==> src/rtl/skinny_2shares_seq.sv <==
`default_nettype none
// ============================================================================
//  Module   : skinny_2shares_seq
//  Purpose  : Byte-stream sequencer for the 2-share SKINNY-128-384 core.
//             Commands and operand bytes arrive over a valid/ready byte link.
//             The block assembles the shared plaintext, shared TK3, TK1 and
//             TK2 registers, and pulses the core start. It then waits for
//             the core to finish, under a watchdog, and streams the shared
//             ciphertext back out MSB byte first.
//  Revision : 1.0 - initial release
// ----------------------------------------------------------------------------
//  Parameters
//    TIMEOUT        watchdog limit in cycles, counted from core start
//    TO_W           watchdog counter width; must be able to hold TIMEOUT
//  Ports
//    clk_i          clock
//    rst_i          asynchronous reset, active low
//    rx_data_i      received byte
//    rx_valid_i     rx byte valid
//    rx_ready_o     rx byte accepted this cycle (IDLE / LOAD only)
//    tx_data_o      byte to transmit
//    tx_valid_o     tx byte valid (SEND only)
//    tx_ready_i     link accepts tx byte
//    core_input_o   shared plaintext {share1, share0}
//    core_key_o     shared TK3
//    core_tweak1_o  TK1 in [127:0], upper half driven 0
//    core_tweak2_o  TK2 in [127:0], upper half driven 0
//    core_start_o   one-cycle start pulse
//    core_done_i    core done flag (idles high, low while running)
//    core_cipher_i  core state / ciphertext
//    busy_o         FSM is not IDLE
//    err_o          sticky error (unknown command or watchdog expiry)
//  Build option
//    SKINNY_SEQ_RECOMBINE_EN : when defined, the two ciphertext shares are
//    XOR-recombined on capture and only the 16 unmasked bytes are sent.
// ============================================================================
module skinny_2shares_seq #(
   parameter int TIMEOUT = 255,
   parameter int TO_W    = 8
) (
   input  logic         clk_i,
   input  logic         rst_i,
   input  logic [7:0]   rx_data_i,
   input  logic         rx_valid_i,
   output logic         rx_ready_o,
   output logic [7:0]   tx_data_o,
   output logic         tx_valid_o,
   input  logic         tx_ready_i,
   output logic [255:0] core_input_o,
   output logic [255:0] core_key_o,
   output logic [255:0] core_tweak1_o,
   output logic [255:0] core_tweak2_o,
   output logic         core_start_o,
   input  logic         core_done_i,
   input  logic [255:0] core_cipher_i,
   output logic         busy_o,
   output logic         err_o
);

   // -------------------------------------------------------------------------
   // Constants
   // -------------------------------------------------------------------------
   localparam logic [7:0] c_CMD_INPUT  = 8'h01;
   localparam logic [7:0] c_CMD_KEY    = 8'h02;
   localparam logic [7:0] c_CMD_TWEAK1 = 8'h03;
   localparam logic [7:0] c_CMD_TWEAK2 = 8'h04;
   localparam logic [7:0] c_CMD_ENC    = 8'h10;
   localparam logic [7:0] c_CMD_CLRERR = 8'h20;

   localparam logic [4:0] c_LAST_WIDE   = 5'd31;   // 32-byte operands
   localparam logic [4:0] c_LAST_NARROW = 5'd15;   // 16-byte tweaks

`ifdef SKINNY_SEQ_RECOMBINE_EN
   localparam logic [4:0] c_TX_LAST = 5'd15;
`else
   localparam logic [4:0] c_TX_LAST = 5'd31;
`endif

   localparam logic [TO_W-1:0] c_TIMEOUT = TO_W'(TIMEOUT);
   localparam logic [TO_W-1:0] c_WD_ONE  = {{(TO_W-1){1'b0}}, 1'b1};

   typedef enum logic [2:0] {
      S_IDLE    = 3'd0,
      S_LOAD    = 3'd1,
      S_START   = 3'd2,
      S_WAIT_LO = 3'd3,
      S_WAIT_HI = 3'd4,
      S_SEND    = 3'd5
   } state_t;

   // -------------------------------------------------------------------------
   // Registers
   // -------------------------------------------------------------------------
   state_t          r_state;
   logic [7:0]      r_cmd;
   logic [4:0]      r_cnt;
   logic [TO_W-1:0] r_wd;
   logic            r_err;
   logic [255:0]    r_pt;
   logic [255:0]    r_key;
   logic [127:0]    r_tk1;
   logic [127:0]    r_tk2;
   logic [255:0]    r_tx;

   // -------------------------------------------------------------------------
   // FSM control strobes
   // -------------------------------------------------------------------------
   state_t          w_state_nxt;
   logic            w_cmd_latch;
   logic            w_load_byte;
   logic            w_cnt_clr;
   logic            w_cnt_inc;
   logic            w_wd_clr;
   logic            w_wd_inc;
   logic            w_err_set;
   logic            w_err_clr;
   logic            w_tx_latch;
   logic            w_tx_shift;
   logic            w_load_last;
   logic            w_timeout;
   logic [255:0]    w_tx_capture;

   // Tweaks are half-width, so their loads end after 16 bytes.
   assign w_load_last = ((r_cmd == c_CMD_TWEAK1) || (r_cmd == c_CMD_TWEAK2))
                        ? (r_cnt == c_LAST_NARROW)
                        : (r_cnt == c_LAST_WIDE);

   assign w_timeout = (r_wd == c_TIMEOUT);

`ifdef SKINNY_SEQ_RECOMBINE_EN
   assign w_tx_capture = {core_cipher_i[255:128] ^ core_cipher_i[127:0], 128'h0};
`else
   assign w_tx_capture = core_cipher_i;
`endif

   // -------------------------------------------------------------------------
   // FSM state register
   // -------------------------------------------------------------------------
   always_ff @(posedge clk_i or negedge rst_i) begin
      if (!rst_i) begin
         r_state <= S_IDLE;
      end else begin
         r_state <= w_state_nxt;
      end
   end

   // -------------------------------------------------------------------------
   // FSM next state and outputs
   // -------------------------------------------------------------------------
   always_comb begin
      w_state_nxt  = r_state;
      w_cmd_latch  = 1'b0;
      w_load_byte  = 1'b0;
      w_cnt_clr    = 1'b0;
      w_cnt_inc    = 1'b0;
      w_wd_clr     = 1'b0;
      w_wd_inc     = 1'b0;
      w_err_set    = 1'b0;
      w_err_clr    = 1'b0;
      w_tx_latch   = 1'b0;
      w_tx_shift   = 1'b0;

      // rx_ready is gated by reset so that every output reads 0 while the
      // block is held in reset.
      rx_ready_o   = rst_i && ((r_state == S_IDLE) || (r_state == S_LOAD));
      tx_valid_o   = (r_state == S_SEND);
      core_start_o = (r_state == S_START);
      busy_o       = (r_state != S_IDLE);

      case (r_state)
         S_IDLE: begin
            if (rx_valid_i) begin
               case (rx_data_i)
                  c_CMD_INPUT, c_CMD_KEY, c_CMD_TWEAK1, c_CMD_TWEAK2: begin
                     w_cmd_latch = 1'b1;
                     w_cnt_clr   = 1'b1;
                     w_state_nxt = S_LOAD;
                  end
                  c_CMD_ENC:    w_state_nxt = S_START;
                  c_CMD_CLRERR: w_err_clr   = 1'b1;
                  default:      w_err_set   = 1'b1;
               endcase
            end
         end

         S_LOAD: begin
            if (rx_valid_i) begin
               w_load_byte = 1'b1;
               if (w_load_last) begin
                  w_cnt_clr   = 1'b1;
                  w_state_nxt = S_IDLE;
               end else begin
                  w_cnt_inc   = 1'b1;
               end
            end
         end

         S_START: begin
            w_wd_clr    = 1'b1;
            w_state_nxt = S_WAIT_LO;
         end

         // done idles high; only a fall proves the core picked up the start,
         // so a stale high level here is never treated as completion.
         S_WAIT_LO: begin
            if (!core_done_i) begin
               w_wd_inc    = !w_timeout;
               w_state_nxt = S_WAIT_HI;
            end else if (w_timeout) begin
               w_err_set   = 1'b1;
               w_state_nxt = S_IDLE;
            end else begin
               w_wd_inc    = 1'b1;
            end
         end

         // Completion wins over a watchdog expiry in the same cycle.
         S_WAIT_HI: begin
            if (core_done_i) begin
               w_tx_latch  = 1'b1;
               w_cnt_clr   = 1'b1;
               w_state_nxt = S_SEND;
            end else if (w_timeout) begin
               w_err_set   = 1'b1;
               w_state_nxt = S_IDLE;
            end else begin
               w_wd_inc    = 1'b1;
            end
         end

         S_SEND: begin
            if (tx_ready_i) begin
               w_tx_shift = 1'b1;
               if (r_cnt == c_TX_LAST) begin
                  w_cnt_clr   = 1'b1;
                  w_state_nxt = S_IDLE;
               end else begin
                  w_cnt_inc   = 1'b1;
               end
            end
         end

         default: w_state_nxt = S_IDLE;
      endcase
   end

   // -------------------------------------------------------------------------
   // Datapath: counters, error flag, operand and tx shift registers
   // -------------------------------------------------------------------------
   always_ff @(posedge clk_i or negedge rst_i) begin
      if (!rst_i) begin
         r_cmd <= '0;
         r_cnt <= '0;
         r_wd  <= '0;
         r_err <= 1'b0;
         r_pt  <= '0;
         r_key <= '0;
         r_tk1 <= '0;
         r_tk2 <= '0;
         r_tx  <= '0;
      end else begin
         if (w_cmd_latch) begin
            r_cmd <= rx_data_i;
         end

         if (w_cnt_clr) begin
            r_cnt <= '0;
         end else if (w_cnt_inc) begin
            r_cnt <= r_cnt + 5'd1;
         end

         if (w_wd_clr) begin
            r_wd <= '0;
         end else if (w_wd_inc) begin
            r_wd <= r_wd + c_WD_ONE;
         end

         if (w_err_clr) begin
            r_err <= 1'b0;
         end else if (w_err_set) begin
            r_err <= 1'b1;
         end

         // Bytes enter at the LSB, so the first byte received ends up in
         // the most significant byte once the load completes.
         if (w_load_byte) begin
            case (r_cmd)
               c_CMD_INPUT:  r_pt  <= {r_pt[247:0],  rx_data_i};
               c_CMD_KEY:    r_key <= {r_key[247:0], rx_data_i};
               c_CMD_TWEAK1: r_tk1 <= {r_tk1[119:0], rx_data_i};
               c_CMD_TWEAK2: r_tk2 <= {r_tk2[119:0], rx_data_i};
               default: ;
            endcase
         end

         // tx_data_o is the top byte; it only moves on an accepted transfer,
         // which keeps it stable while the link stalls.
         if (w_tx_latch) begin
            r_tx <= w_tx_capture;
         end else if (w_tx_shift) begin
            r_tx <= {r_tx[247:0], 8'h00};
         end
      end
   end

   // -------------------------------------------------------------------------
   // Output mapping
   // -------------------------------------------------------------------------
   assign tx_data_o     = r_tx[255:248];
   assign core_input_o  = r_pt;
   assign core_key_o    = r_key;
   assign core_tweak1_o = {128'h0, r_tk1};
   assign core_tweak2_o = {128'h0, r_tk2};
   assign err_o         = r_err;

endmodule
`default_nettype wire

==> config.mk <==
export PLATFORM = sky130hd
export DESIGN_NAME = skinny_2shares_seq
export DESIGN_NICKNAME = d
export VERILOG_FILES = /design/src/rtl/skinny_2shares_seq.sv
export SDC_FILE = /design/constraint.sdc
export NUM_CORES = 2
export LEC_CHECK = 0
export ABC_AREA = 1
export CORE_AREA = 2 2 512 514
export DETAILED_ROUTE_END_ITERATION = 6
export DIE_AREA = 0 0 514 516
export PLACE_DENSITY = 0.44
export SETUP_SLACK_MARGIN = 0.02
export SYNTH_ARGS = -nofsm -noshare
export SYNTH_HDL_FRONTEND = slang
export SYNTH_SLANG_ARGS = --single-unit
==> constraint.sdc <==
create_clock -name clk_i -period 1.8 [get_ports clk_i]
set_input_delay 0.36 -clock clk_i [delete_from_list [all_inputs] [get_ports clk_i]]
set_output_delay 0.36 -clock clk_i [all_outputs]
set_load 0.02 [all_outputs]
# Word level (Yosys, flattened, before mapping)

Cells that the tools add are included.
Widths: inputs -> output; s select.

Eq/ne operators: 24
Reductions and logical operators: 17
Add/sub/neg operators: 2
Mux-type cells: 52

Operator list:

| cell                | number |
|---|---|
| $mux 256            | 2 |
| $eq 8x2->1 const B  | 4 |
| $mux 1              | 32 |
| $mux 3              | 8 |
| $pmux 3 s6          | 1 |
| $eq 8x1->1 const B  | 2 |
| $eq 8x3->1 const B  | 2 |
| $mux 8              | 2 |
| $mux 5              | 2 |
| $add 8x1->8 const B | 1 |
| $eq 8x5->1 const B  | 1 |
| $eq 8x6->1 const B  | 1 |
| $eq 8x8->1 const B  | 1 |
| $reduce_and 2->1    | 4 |
| $reduce_bool 2->1   | 4 |
| $eq 3x2->1 const B  | 2 |
| $eq 3x3->1 const B  | 2 |
| $ne 2x2->1 const B  | 3 |
| $pmux 3 s2          | 1 |
| $reduce_and 6->1    | 1 |
| $reduce_or 6->1     | 1 |
| $add 5x1->5 const B | 1 |
| $eq 5x4->1 const B  | 1 |
| $eq 5x5->1 const B  | 1 |
| other kinds (12)    | 15 |

Flip-flop bits (word level): 1049
Output and inout port bits: 1037
Word-level logic and storage cells: 105

# Depth between registers and ports, before layout

Word-level depth: 8
Depth in mapped cells: 13

# Worst setup path after synthesis

OpenSTA, ideal clock, no wires.

Path kind: register to register
Start: register r_state[2]
End: register r_wd[3]
Clock period less this slack: 1790 ps
Setup time: 152 ps
Cell stages (with the launch flop): 8
Path slack: 10 ps
Data arrival time: 1638 ps
Data required time: 1648 ps
Cells stage by stage: dfrtp_1 inv_2 nand2_1 nor2_1 inv_1 nand2_1 and3_1 nor3_1

Word-level cells in the longest chain between the ends: 3
Elaborated cells between the ends (all ways): 7

RTL lines:

| what                                        | line | source |
|---|---|---|
| from (decl)                                 | 94   | `state_t r_state;` |
| from (signal assigned)                      | 143  | `r_state <= w_state_nxt;` |
| $eq 3x2->1 *                                | --   |  |
| net core_start_o                            | 53   | `output logic core_start_o,` |
| $mux 1 *                                    | 170  | `case (r_state)` |
| $mux 8 or $reduce_bool 2->1 (tied branches) | --   |  |
| to (signal assigned)                        | 275  | `r_wd <= r_wd + c_WD_ONE;` |
| to (decl)                                   | 97   | `logic [TO_W-1:0] r_wd;` |

The timed path passes the listed nets; every way through them passes the cells marked *.
A chain may end at the register's enable or synchronous reset.

# Worst setup path after layout

Start: register r_state[0]
End: output rx_ready_o

Word-level cells in the longest chain between the ends: 3
Elaborated cells between the ends (all ways): 4

RTL lines:

| what                                          | line | source |
|---|---|---|
| $eq 3x1->1 or $logic_not 3->1 (tied branches) | 165  | `rx_ready_o = rst_i && ((r_state == S_IDLE) \|\| (r_state == S_LOAD));` |
| $logic_or 1x1->1 *                            | 165  |  |
| $logic_and 1x1->1 *                           | 165  |  |
| to (decl)                                     | 45   | `output logic rx_ready_o,` |

Every way passes the cells marked *; elsewhere a longest branch is shown, timed or not.

==> impl_summary.md <==
Synth
The number of library cell types mapped by synthesis is 37. The area fraction in and, or, nand and nor cells after synthesis is 2.657%. The sequential area share after synthesis is 58.07%.

The main combinational cell family by area after synthesis is multiplexers. Among all flip-flop cells after synthesis, the most frequent one is dfrtp_1. A synthesized cell averages 12.20 um2.

After Yosys synthesis, XOR and XNOR cells account for 0.09688% of the synthesized area. After synthesis the netlist holds a flip-flop and latch count of 1049. Measured against the total synthesized area, the mux share comes to 18.65%. The number of standard cells after synthesis is 3706. Counting flops with an async set or reset pin after synthesis yields a share of 100.0%.

The post-synthesis share of cell area spent on full adders, half adders and majority gates is 0.1107%. The combined area of all synthesized cells is 0.04520 mm2. The synthesized design contains 0 enable-type register cells. Summing the areas of all compound-gate instances in the mapped netlist gives 10.12% of the synthesized area.

The yosys synthesis warning count is 0.

STA
The worst pin sits at a relative slew slack of 44.41%. The hold violation count in the final report is 0. The shortest period the worst path allows is 2243 ps.

At the pin with the least slew margin, the transition time is 831.2 ps. The final count of pins violating max slew was 0. The setup clock skew after layout is 46.44 ps. The final setup slack of the worst path is -443.1 ps. Static timing analysis puts the maximum clock frequency at 445.8 MHz.

The period utilization is 124.6%. Setup repair after global routing could not meet its margin everywhere. The final setup violation count is 1012.

Outcome
The final reports fail on negative setup slack. The flow ran to the end, but the final reports show violations.

Worst setup path
For this design, the slowest cell found on the critical path is dfrtp_1. The sort of element at the start of the critical path is a flop. The delay of the slowest critical-path stage is 390 ps. STA puts the critical path data required time at 1440 ps. The worst endpoint data arrival time is 1880 ps. The signal on the critical path passes through buf_6 -> nor2_4 -> buf_6 -> nand2_8 -> a21boi_4 -> buf_6. The maximum net fanout on the critical path is 4. The type of destination of the critical path is an output port.

The most repeated library cell on the critical path is buf_6. The critical path is of the reg -> out type.

Power
The worst supply voltage drop on vdd is 0.8680 mV. The total power after layout is 77.08 mW. Dividing total power by cell area gives a power density of 1073 mW/mm2.

The static leakage is 37.68 nW.

Floorplan
1306 I/O pins were placed. From bottom edge to top edge, the die measures 516 um. The cell row count is 187.

The initial core utilization is 17.44%. The die covers 0.2652 mm2. The die outline width is 514 um.

The total area inside the core boundary comes to 0.2592 mm2.

Drt
The pre-antenna-repair detailed-routing pass consisted of 7 iterations. The via total after detailed routing is 34225. The detailed router finished its first iteration with 1893 violations. For this run, design rule violations remaining after detail routing come to 0.

After detailed routing, the number of vias per cell comes to 3.765. The detail route stage leaves a number of antenna-violating nets equal to 0. Summed over all layers, the routed wires come to 191400 um. In the final routed layout, each cell accounts on average for 21.06 um.

Clocking
Clock tree synthesis inserted a total of 132 buffers. The clock slew seen by the registers of the worst setup and hold paths is 60 ps. The maximum root-to-sink buffer count is 3. The depth of the CTS H-tree is 4.

For this design, the sink count on the clock tree is 1049. TritonCTS built the clock tree. The CTS root buffer is clkbuf_16. The clock insertion delay at the later pin of the skew report is 770 ps.

Placement
Counting tap cells, the placed design contains a total of 8212 instances. The placed cell area is 0.06058 mm2. The final weighted congestion in routability-driven placement is 0.8200. Detailed placement finished with a half-perimeter wire length of 131100 um. The count of input and output buffers is 1049.

Final layout
Fill cells in the final layout number 27012. The fraction of final layout cells with drive strength greater than 1 is 45.40%. In the final design database the tool counted 5857 nets. The sequential cells in the finished layout cover a total of 0.02635 mm2.

The count of cells in the finished layout, fillers not included, comes to 9090. The area used by multi-input combinational logic is 0.01620 mm2. Summing all non-filler instances in the final layout gives an area of 0.07180 mm2. The signed area change from the synthesized netlist to the final layout is 58.84%.

Global routing
Global routing used 12.86% of the available tracks. The maximum number of pins on one net before global-route repair is 98. The total overflow left after global routing is 0. The via count of the first global-routing pass is 34656. The number of antenna violations at the first check in global routing is 37.

The first global-routing pass estimated 249200 um of wire.

Min path
In this run the worst hold path is classified as in -> reg.

Job
Max-cap violations in this run came to 0.
## cell usage in the layout (no fill, tap or decap), types with 157 or more instances in the layout
master,count
o21ai_0,326
buf_4,893
buf_6,370
mux2_4,504
nand2_1,157
buf_2,222
dfrtp_1,971
conb_1,256
clkbuf_16,203
clkdlybuf4s50_1,267
inv_1,344
o21ai_1,488
## sequential cells by signal, summed over array words and instances (netlist names)
register	flops
core_input_o	256
core_key_o	256
r_tx	256
r_tk1	128
r_tk2	128
r_cmd	8
r_wd	8
r_cnt	5
r_state	3
err_o	1
## routing by layer
layer  global-route usage, %  wire [um]  up-vias
met2                   21.38      92750     1046
met3                   4.717      14760      267
met1                   15.19      77520    17105
met4                   4.514       6113       46
li1                        -          -    15761
met5                       0        299        -
## per-stage QoR
step | worst slack [ps] | utilization, % | hold WS, ps | setup TNS (ps)
4_1_cts | -524.4 | 26.24 | 79.84 | -118910
5_1_grt | -567.7 | 27.69 | 105.0 | -247580
2_1_floorplan | 64.77 | - | 64.41 | 0
6_report | -443.1 | 27.70 | 181.0 | -157580
3_5_place_dp | -743.8 | 23.37 | 433.3 | -566710
3_3_place_gp | -731.1 | 23.37 | 435.4 | -560920
## Yosys cell counts, types with 2 or more instances
library cell / n / area (um2)
a21oi_1: 66 / 330.3
and3_1: 2 / 12.51
buf_1: 4 / 15.01
buf_2: 62 / 310.3
buf_4: 297 / 2230
buf_6: 48 / 540.5
clkbuf_1: 62 / 232.7
dfrtp_1: 1049 / 26250
ha_1: 4 / 50.05
inv_1: 347 / 1303
inv_2: 2 / 7.510
mux2_1: 218 / 2455
mux2_2: 24 / 270.3
mux2_4: 380 / 5705
nand2_1: 172 / 645.6
nand2_2: 2 / 12.51
nand3_1: 16 / 80.08
nand3_2: 4 / 40.04
nand4_1: 6 / 37.54
nor2_1: 80 / 300.3
nor2_4: 2 / 22.52
nor3_1: 4 / 20.02
o21ai_0: 348 / 1742
o21ai_1: 489 / 2447
o311ai_1: 2 / 17.52
xor2_1: 5 / 43.79
## final cells by class
class	count	share of cell area, %
Inverter	350	1.861
Multi-Input combinational cell	2091	22.56
Sequential cell	1049	36.70
Timing Repair Buffer	1959	26.86
Antenna cell	8	0.02788
Timing Repair inverter	1	0.01220
Tap cell	3402	5.928
Clock inverter	35	0.6796
Clock buffer	195	5.381
## power breakdown
part	switching, mW	internal (mW)
Combinational	12.2	8.74
Sequential	1.65	27.6
Clock	11.2	15.7
Total	25.1	52.0
## cell families (layout without fill, tap and decap cells)
family                     count (synthesis)  count (layout)
and+or+nand+nor                          291             294
buffers and inverters                    824            2540
DFF                                     1049            1049
xor gates and xnor gates                   5               5
AOI/OAI and AO/OA                        910             910
adders and majority gates                  4               4
other                                      1             264
muxes                                    622             622
## repair_timing
item,4_1_cts,5_1_grt
endpoints found under the hold margin,533,0
setup buffers,483,67
hold buffers,1,0
endpoints found under the setup margin,1715,1266
pin swaps,8,22
resized for setup,4201,331
gates cloned,12,87
## worst paths after layout
check	from	to	slack [ps]	depth (start not counted)
worst max register to register	r_state[2]$_DFFE_PN0P_	core_key_o[145]$_DFFE_PN0P_	-310	10
worst min register to register	r_cmd[4]$_DFFE_PN0P_	r_cmd[4]$_DFFE_PN0P_	460	2
min in group asynchronous	rst_i	r_tx[69]$_DFFE_PN0P_	510	3
worst max-delay path	r_state[0]$_DFFE_PN0P_	rx_ready_o	-440	6
worst min-delay path	core_cipher_i[6]	r_tx[6]$_DFFE_PN0P_	180	3
max in group asynchronous	rst_i	core_key_o[13]$_DFFE_PN0P_	370	4
## worst max-delay path, delay by kind of cell, from the launching register on
family,cells,cell delay (ps)
compound gates,1,140
flops,1,390
simple gates,2,180
buf+inv,3,420
(Power assumes the default switching activity.)
